$ cat src/rtl/pic_pkg.sv
// Shared types and constants for the interrupt acknowledge sequencer.
package pic_pkg;

  // Handshake states
  typedef enum logic [2:0] {
    IDLE  = 3'd0,
    PEND  = 3'd1,
    ACK1  = 3'd2,
    WAIT2 = 3'd3,
    ACK2  = 3'd4
  } state_t;

  // OCW2 {R, SL, EOI} codes that request an end of interrupt
  localparam logic [2:0] OCW2_EOI_NONSPEC = 3'b001;
  localparam logic [2:0] OCW2_EOI_SPEC    = 3'b011;
  localparam logic [2:0] OCW2_ROT_NONSPEC = 3'b101;
  localparam logic [2:0] OCW2_ROT_SPEC    = 3'b111;

  // Level reported when the request vanished before the first INTA
  localparam logic [2:0] SPUR_LEVEL_DEF = 3'd7;

  // Index of the lowest set bit; the resolver guarantees one-hot input
  function automatic logic [2:0] encode_onehot(input logic [7:0] v);
    logic [2:0] enc;
    enc = 3'd0;
    for (int i = 7; i >= 0; i--) begin
      if (v[i]) enc = 3'(i);
    end
    return enc;
  endfunction

endpackage

$ cat src/rtl/pic_rot_scan.sv
// Finds the first set bit of vec, scanning upward from rot with mod-8 wrap.
module pic_rot_scan (
  input  logic [7:0] vec,
  input  logic [2:0] rot,
  output logic       found,
  output logic [2:0] level
);

  logic [2:0] w_idx;

  // Walk from the lowest priority back to rot so the last hit is the winner
  always_comb begin
    found = 1'b0;
    level = 3'd0;
    w_idx = 3'd0;
    for (int i = 7; i >= 0; i--) begin
      w_idx = rot + 3'(i);
      if (vec[w_idx]) begin
        found = 1'b1;
        level = w_idx;
      end
    end
  end

endmodule

$ cat src/rtl/interrupt_ack_sequencer.sv
// CPU-side INT/INTA sequencer for the 8259-style controller (8086 mode).
//
// state | meaning
// IDLE  | no request outstanding, INT low
// PEND  | INT high, waiting for the first INTA
// ACK1  | first INTA low, ISR set, waiting for its rising edge
// WAIT2 | between the two INTA pulses
// ACK2  | second INTA low, vector byte driven on the bus
module interrupt_ack_sequencer
  import pic_pkg::*;
#(
  parameter int         NUM_IR     = 8,
  parameter logic [2:0] SPUR_LEVEL = SPUR_LEVEL_DEF
) (
  input  logic              clk,
  input  logic              reset_n,
  input  logic [NUM_IR-1:0] interrupt_vector,
  input  logic              inta_n,
  input  logic [4:0]        vector_base,
  input  logic              auto_eoi,
  input  logic              eoi_cmd,
  input  logic              eoi_specific,
  input  logic              eoi_rotate,
  input  logic [2:0]        eoi_level,
  output logic              int_o,
  output logic [7:0]        data_out,
  output logic              data_out_en,
  output logic [7:0]        isr,
  output logic [7:0]        clear_irr,
  output logic              freeze,
  output logic [2:0]        priority_rotate
);

  state_t     r_state, w_next;
  logic       r_inta_prev;
  logic [2:0] r_lvl;
  logic       r_spur;
  logic [7:0] r_isr;
  logic [7:0] r_clear_irr;
  logic [2:0] r_rot;

  logic       w_fall, w_rise, w_ack1, w_vec_none;
  logic [7:0] w_inta_set, w_aeoi_clr, w_eoi_clr;
  logic [2:0] w_ocw2, w_eoi_lvl;
  logic       w_is_spec, w_is_nonspec, w_eoi_hit;
  logic       w_scan_found;
  logic [2:0] w_scan_lvl;

  assign w_fall     = r_inta_prev & ~inta_n;
  assign w_rise     = ~r_inta_prev & inta_n;
  assign w_vec_none = (interrupt_vector == '0);
  assign w_ack1     = (r_state == PEND) && w_fall;

  pic_rot_scan u_scan (
    .vec   (r_isr),
    .rot   (r_rot),
    .found (w_scan_found),
    .level (w_scan_lvl)
  );

  // Handshake state register
  always_ff @(posedge clk or negedge reset_n) begin
    if (!reset_n) r_state <= IDLE;
    else          r_state <= w_next;
  end

  // Next-state decode; INTA edges only matter once INT has been raised
  always_comb begin
    w_next = r_state;
    unique case (r_state)
      IDLE:    if (!w_vec_none) w_next = PEND;
      PEND:    if (w_fall)      w_next = ACK1;
      ACK1:    if (w_rise)      w_next = WAIT2;
      WAIT2:   if (w_fall)      w_next = ACK2;
      ACK2:    if (w_rise)      w_next = IDLE;
      default:                  w_next = IDLE;
    endcase
  end

  // ISR set/clear masks and EOI decode, all against the pre-edge ISR
  always_comb begin
    w_inta_set   = 8'h00;
    w_aeoi_clr   = 8'h00;
    w_eoi_clr    = 8'h00;
    w_ocw2       = {eoi_rotate, eoi_specific, eoi_cmd};
    w_is_spec    = eoi_cmd && (w_ocw2 == OCW2_EOI_SPEC || w_ocw2 == OCW2_ROT_SPEC);
    w_is_nonspec = eoi_cmd && (w_ocw2 == OCW2_EOI_NONSPEC || w_ocw2 == OCW2_ROT_NONSPEC);
    w_eoi_lvl    = w_is_spec ? eoi_level : w_scan_lvl;
    w_eoi_hit    = 1'b0;
    if (w_ack1 && !w_vec_none)
      w_inta_set = 8'h01 << encode_onehot(interrupt_vector);
    if ((r_state == ACK2) && w_rise && auto_eoi && !r_spur)
      w_aeoi_clr = 8'h01 << r_lvl;
    if (w_is_spec) begin
      w_eoi_clr = 8'h01 << eoi_level;
      w_eoi_hit = r_isr[eoi_level];
    end else if (w_is_nonspec && w_scan_found) begin
      w_eoi_clr = 8'h01 << w_scan_lvl;
      w_eoi_hit = 1'b1;
    end
  end

  // Registered INTA copy for edge detection; idles high like the bus
  always_ff @(posedge clk or negedge reset_n) begin
    if (!reset_n) r_inta_prev <= 1'b1;
    else          r_inta_prev <= inta_n;
  end

  // Capture the acknowledged level at the first INTA
  always_ff @(posedge clk or negedge reset_n) begin
    if (!reset_n) begin
      r_lvl  <= 3'd0;
      r_spur <= 1'b0;
    end else if (w_ack1) begin
      r_lvl  <= w_vec_none ? SPUR_LEVEL : encode_onehot(interrupt_vector);
      r_spur <= w_vec_none;
    end
  end

  // ISR update; a same-cycle set wins over a clear of the same bit
  always_ff @(posedge clk or negedge reset_n) begin
    if (!reset_n) r_isr <= 8'h00;
    else          r_isr <= (r_isr & ~(w_eoi_clr | w_aeoi_clr)) | w_inta_set;
  end

  // One-cycle IRR clear pulse
  always_ff @(posedge clk or negedge reset_n) begin
    if (!reset_n) r_clear_irr <= 8'h00;
    else          r_clear_irr <= w_inta_set;
  end

  // Rotation only follows an EOI that really cleared an in-service bit
  always_ff @(posedge clk or negedge reset_n) begin
    if (!reset_n)                     r_rot <= 3'd0;
    else if (eoi_rotate && w_eoi_hit) r_rot <= w_eoi_lvl + 3'd1;
  end

  assign int_o           = (r_state == PEND);
  assign freeze          = (r_state == ACK1) || (r_state == WAIT2) || (r_state == ACK2);
  assign data_out_en     = (r_state == ACK2);
  assign data_out        = data_out_en ? {vector_base, r_lvl} : 8'h00;
  assign isr             = r_isr;
  assign clear_irr       = r_clear_irr;
  assign priority_rotate = r_rot;

endmodule

$ cat config.mk
export PLATFORM = sky130hd
export DESIGN_NAME = interrupt_ack_sequencer
export DESIGN_NICKNAME = d
export VERILOG_FILES = /design/src/rtl/pic_pkg.sv /design/src/rtl/pic_rot_scan.sv /design/src/rtl/interrupt_ack_sequencer.sv
export SDC_FILE = /design/constraint.sdc
export NUM_CORES = 1
export LEC_CHECK = 0
export CORE_MARGIN = 4
export CORE_UTILIZATION = 51
export DETAILED_ROUTE_END_ITERATION = 6
export DONT_BUFFER_PORTS = 1
export MAX_ROUTING_LAYER = met4
export PLACE_DENSITY_LB_ADDON = 0.2
export SYNTH_ARGS = -nofsm -noshare
export SYNTH_HDL_FRONTEND = slang
export SYNTH_SLANG_ARGS = --single-unit
$ cat constraint.sdc
create_clock -name clk -period 4.27 [get_ports clk]
set_input_delay 0 -clock clk [delete_from_list [all_inputs] [get_ports clk]]
set_output_delay 0 -clock clk [all_outputs]
set_load 0.1 [all_outputs]
==> results.py <==
metrics = {
    "drt": {
        "wl_per_cell_um": 19.5,
        "viasPerCell": 6.48,
        "drc": 0,
        "ant_nets": 0,
        "drtIter0Drc": 222,
        "num_vias": 2197,
        "finalWirelength_mm": 6.62,
        "first_pass_iters": 4,
    },
    "yosys": {
        "ys_seq_area_share_pct": 26.2,
        "synthTopCellsByArea": "dfrtp_1 (25%), mux4_1 (9.2%), mux4_2 (7.9%)",
        "synth_top_area_cell": "dfrtp_1",
        "synth_ff_type": "dfrtp_1",
        "ys_types": 70,
        "syn-cell-area_um2": 2580,
        "synth_seq_cells": 27,
        "synth_cells": 264,
        "synth_fp_nets": 290,
        "syn_avg_cell_area_um2": 9.77,
        "synth_top_area_share_pct": 25.2,
        "synth-edff-count": 0,
        "ys.warnings.count": 0,
        "async_flop_share_pct": 100,
    },
    "clock_tree": {
        "cts_tree": "yes",
        "clk_latency_ns": 0.27,
        "cts_root_buf": "clkbuf_8",
        "postCtsSetupRepairBufs": 0,
        "cts_resized": 0,
        "htree_levels": 1,
        "clk_pin_slew_ns": 0.08,
        "cts_made_buffers": 3,
        "numClockSinks": 27,
        "clockBufferDepth": 2,
        "cts-hold-fix-buffers": 11,
    },
    "grt": {
        "grt_overflow": 0,
        "grt_max_degree": 28,
        "track_usage_pct": 23.3,
        "grt_pass1_wl_mm": 11.3,
        "grt_pass1_vias": 2267,
        "antenna_found_initial": 0,
    },
    "timing": {
        "rsz0062_at_grt": "false",
        "setup_viol_count_final": 0,
        "maxSlewHeadroom_pct": 21.4,
        "holdWs_ns": 0.0315,
        "min_period_over_period_pct": 87.3,
        "max_freq_ghz": 0.268,
        "fin_crit_ns": 3.73,
        "tns_ns": 0,
        "slew_violations": 0,
        "worst_slew_pin_slew_ns": 1.18,
        "finalClockSkew_ns": 0.00113,
        "fin_ws_ns": 0.544,
        "hold_viol_final": 0,
    },
    "flow_run": {
        "maxCapViolations": 0,
    },
    "pwr": {
        "combPwrFrac_pct": 76.3,
        "leakage_nw": 1.26,
        "power.switching_mw": 1.34,
        "power_frac_seq_pct": 17.9,
        "intPower_mw": 1.10,
        "p_per_area_nw_per_um2": 866,
        "switching_share_pct": 54.9,
        "clkPwrFrac_pct": 5.8,
        "ir_drop_v": 0.000406,
        "p_total_mw": 2.44,
    },
    "placed_design": {
        "globalplace.congestion": 1.00,
        "hpwl_mm": 4.95,
        "dp_slack_ns": 0.732,
        "port_buffers": 0,
    },
    "floorplanning": {
        "die_y_um": 79.1,
        "start_util_pct": 53.6,
        "rows": 25,
        "coreArea_um2": 4820,
        "ioPinCount": 53,
        "die_area_um2": 6260,
        "die_x_um": 79.1,
    },
    "critical_path": {
        "slowest_delay_ns": 0.75,
        "critical-path-slowest-cell": "mux4_1",
        "critPathRequiredTime_ns": 4.43,
        "criticalPathCategory": "flop to flop",
        "end_kind": "flop",
        "cp_cell_sequence": "buf_4 > mux4_1 > mux2i_2 > o21ai_0 > a22o_1 > a311oi_1 > a21oi_1 > ha_1 > o2111a_1 > a221o_1",
        "arrival_ns": 3.89,
        "cp-start-kind": "flop",
        "critPathMaxFanout": 21,
    },
    "layout": {
        "nets": 299,
        "syn_to_final_growth_pct": 9.41,
        "fin_util_pct": 58.6,
        "n_antenna_cell": 0,
        "fillerInstances": 432,
        "drive_gt1_share_pct": 19.5,
    },
    "hold_path": {
        "min_path_type": "input pin to flop",
    },
    "run_status": {
        "outcome": "completed",
    },
}
[path summary, 6_finish.rpt]
path,startpoint,endpoint,slack [ns],depth (start not counted)
hold / removal,interrupt_vector[4],clear_irr[6]$_DFF_PN0_,0.03,3
hold reg to reg,r_spur$_DFFE_PN0P_,r_spur$_DFFE_PN0P_,0.49,2
max in group asynchronous,reset_n,r_inta_prev$_DFF_PN1_,3.87,2
setup reg to reg,priority_rotate[0]$_DFFE_PN0P_,priority_rotate[2]$_DFFE_PN0P_,0.54,10
min in group asynchronous,reset_n,clear_irr[0]$_DFF_PN0_,0.18,2
setup / recovery,priority_rotate[0]$_DFFE_PN0P_,priority_rotate[2]$_DFFE_PN0P_,0.54,10
[worst max-delay path, delay by kind of cell, from the launching register on]
family          cells  cell delay, ns
buf+inv             1            0.46
compound gates      6            1.50
fa+ha+maj           1            0.25
flops               1            0.36
mux                 2            1.05
[through the flow]
| step | std cells | instance area (µm²) |
|---|---|---|
| after floorplan | 264 | 2580 |
| after global placement | 324 | 2660 |
| after detailed placement | 324 | 2660 |
| after CTS | 339 | 2820 |
| after global routing | 339 | 2820 |
| final | 339 | 2820 |
[layer usage]
metal  vias to the layer above  track usage [%]  part of all wire (%)
met5                         -                -                     0
met4                         0             8.59                   2.5
met3                        13             1.93                   4.2
met2                        60             40.7                    52
met1                      1085             28.3                    41
li1                       1039                -                     -
[power by group through the flow]
stage | combinational (mW) | sequential [mW] | clock (mW)
global placement | 1.82 | 0.436 | 0
CTS | 1.85 | 0.435 | 0.146
global route | 2.01 | 0.450 | 0.158
finish | 1.87 | 0.437 | 0.142
detailed placement | 1.83 | 0.440 | 0
floorplan | 1.37 | 0.618 | 0
[flip-flops by register name (all words and copies together), names as in the netlist]
name / flops
r_state: 3
isr: 8
priority_rotate: 3
r_spur: 1
clear_irr: 8
r_inta_prev: 1
r_lvl: 3
[Yosys cell counts, drive strengths merged (3+ instances only)]
cell     n
mux2     7
nor2b    5
inv     13
buf      6
nand2   21
and3     9
mux4    18
nor3     7
dfrtp   26
nor2    20
nor3b    3
nand2b   5
a21o     4
nor4b    3
o21ai   17
nand3    3
mux2i   10
clkbuf  13
a21oi   11
o22ai    5
a31o     3
xor2     3
a31oi    5
ha       3
[kinds of logic after synthesis]
group | after synthesis | synth area share, %
DFF | 27 | 26.2
adders and majority gates | 3 | 1.46
and+or+nand+nor | 92 | 19.8
xor gates and xnor gates | 4 | 1.36
AOI/OAI and AO/OA | 71 | 19.6
muxes | 35 | 24.9
buffers and inverters | 32 | 6.64
[layout make-up]
class | count | area [µm²] | share of cell area, %
Multi-Input combinational cell | 205 | 1740 | 61.6
Tap cell | 67 | 83.8 | 2.97
Clock buffer | 4 | 45.0 | 1.60
Timing Repair Buffer | 23 | 228 | 8.07
Inverter | 13 | 48.8 | 1.73
Sequential cell | 27 | 678 | 24.0
[cell usage in the layout (no fill, tap or decap), types with 3 or more instances in the layout]
cell and count:
mux2_2 6, clkbuf_8 3, nand2b_1 5, nand2_1 21
xor2_1 3, mux2i_1 7, nor2_1 19, a31oi_1 5
dfrtp_1 25, ha_1 3, nor3_1 5, a21oi_1 10
o22ai_1 4, nor3b_1 3, mux4_1 9, and3_1 8
o21ai_0 17, dlygate4sd3_1 10, nor4b_1 3, inv_1 13
nand3_1 3, nor2b_1 5, a21o_1 4, mux4_2 9
buf_4 11, a31o_2 3
Power figures use the tool's default switching activity.
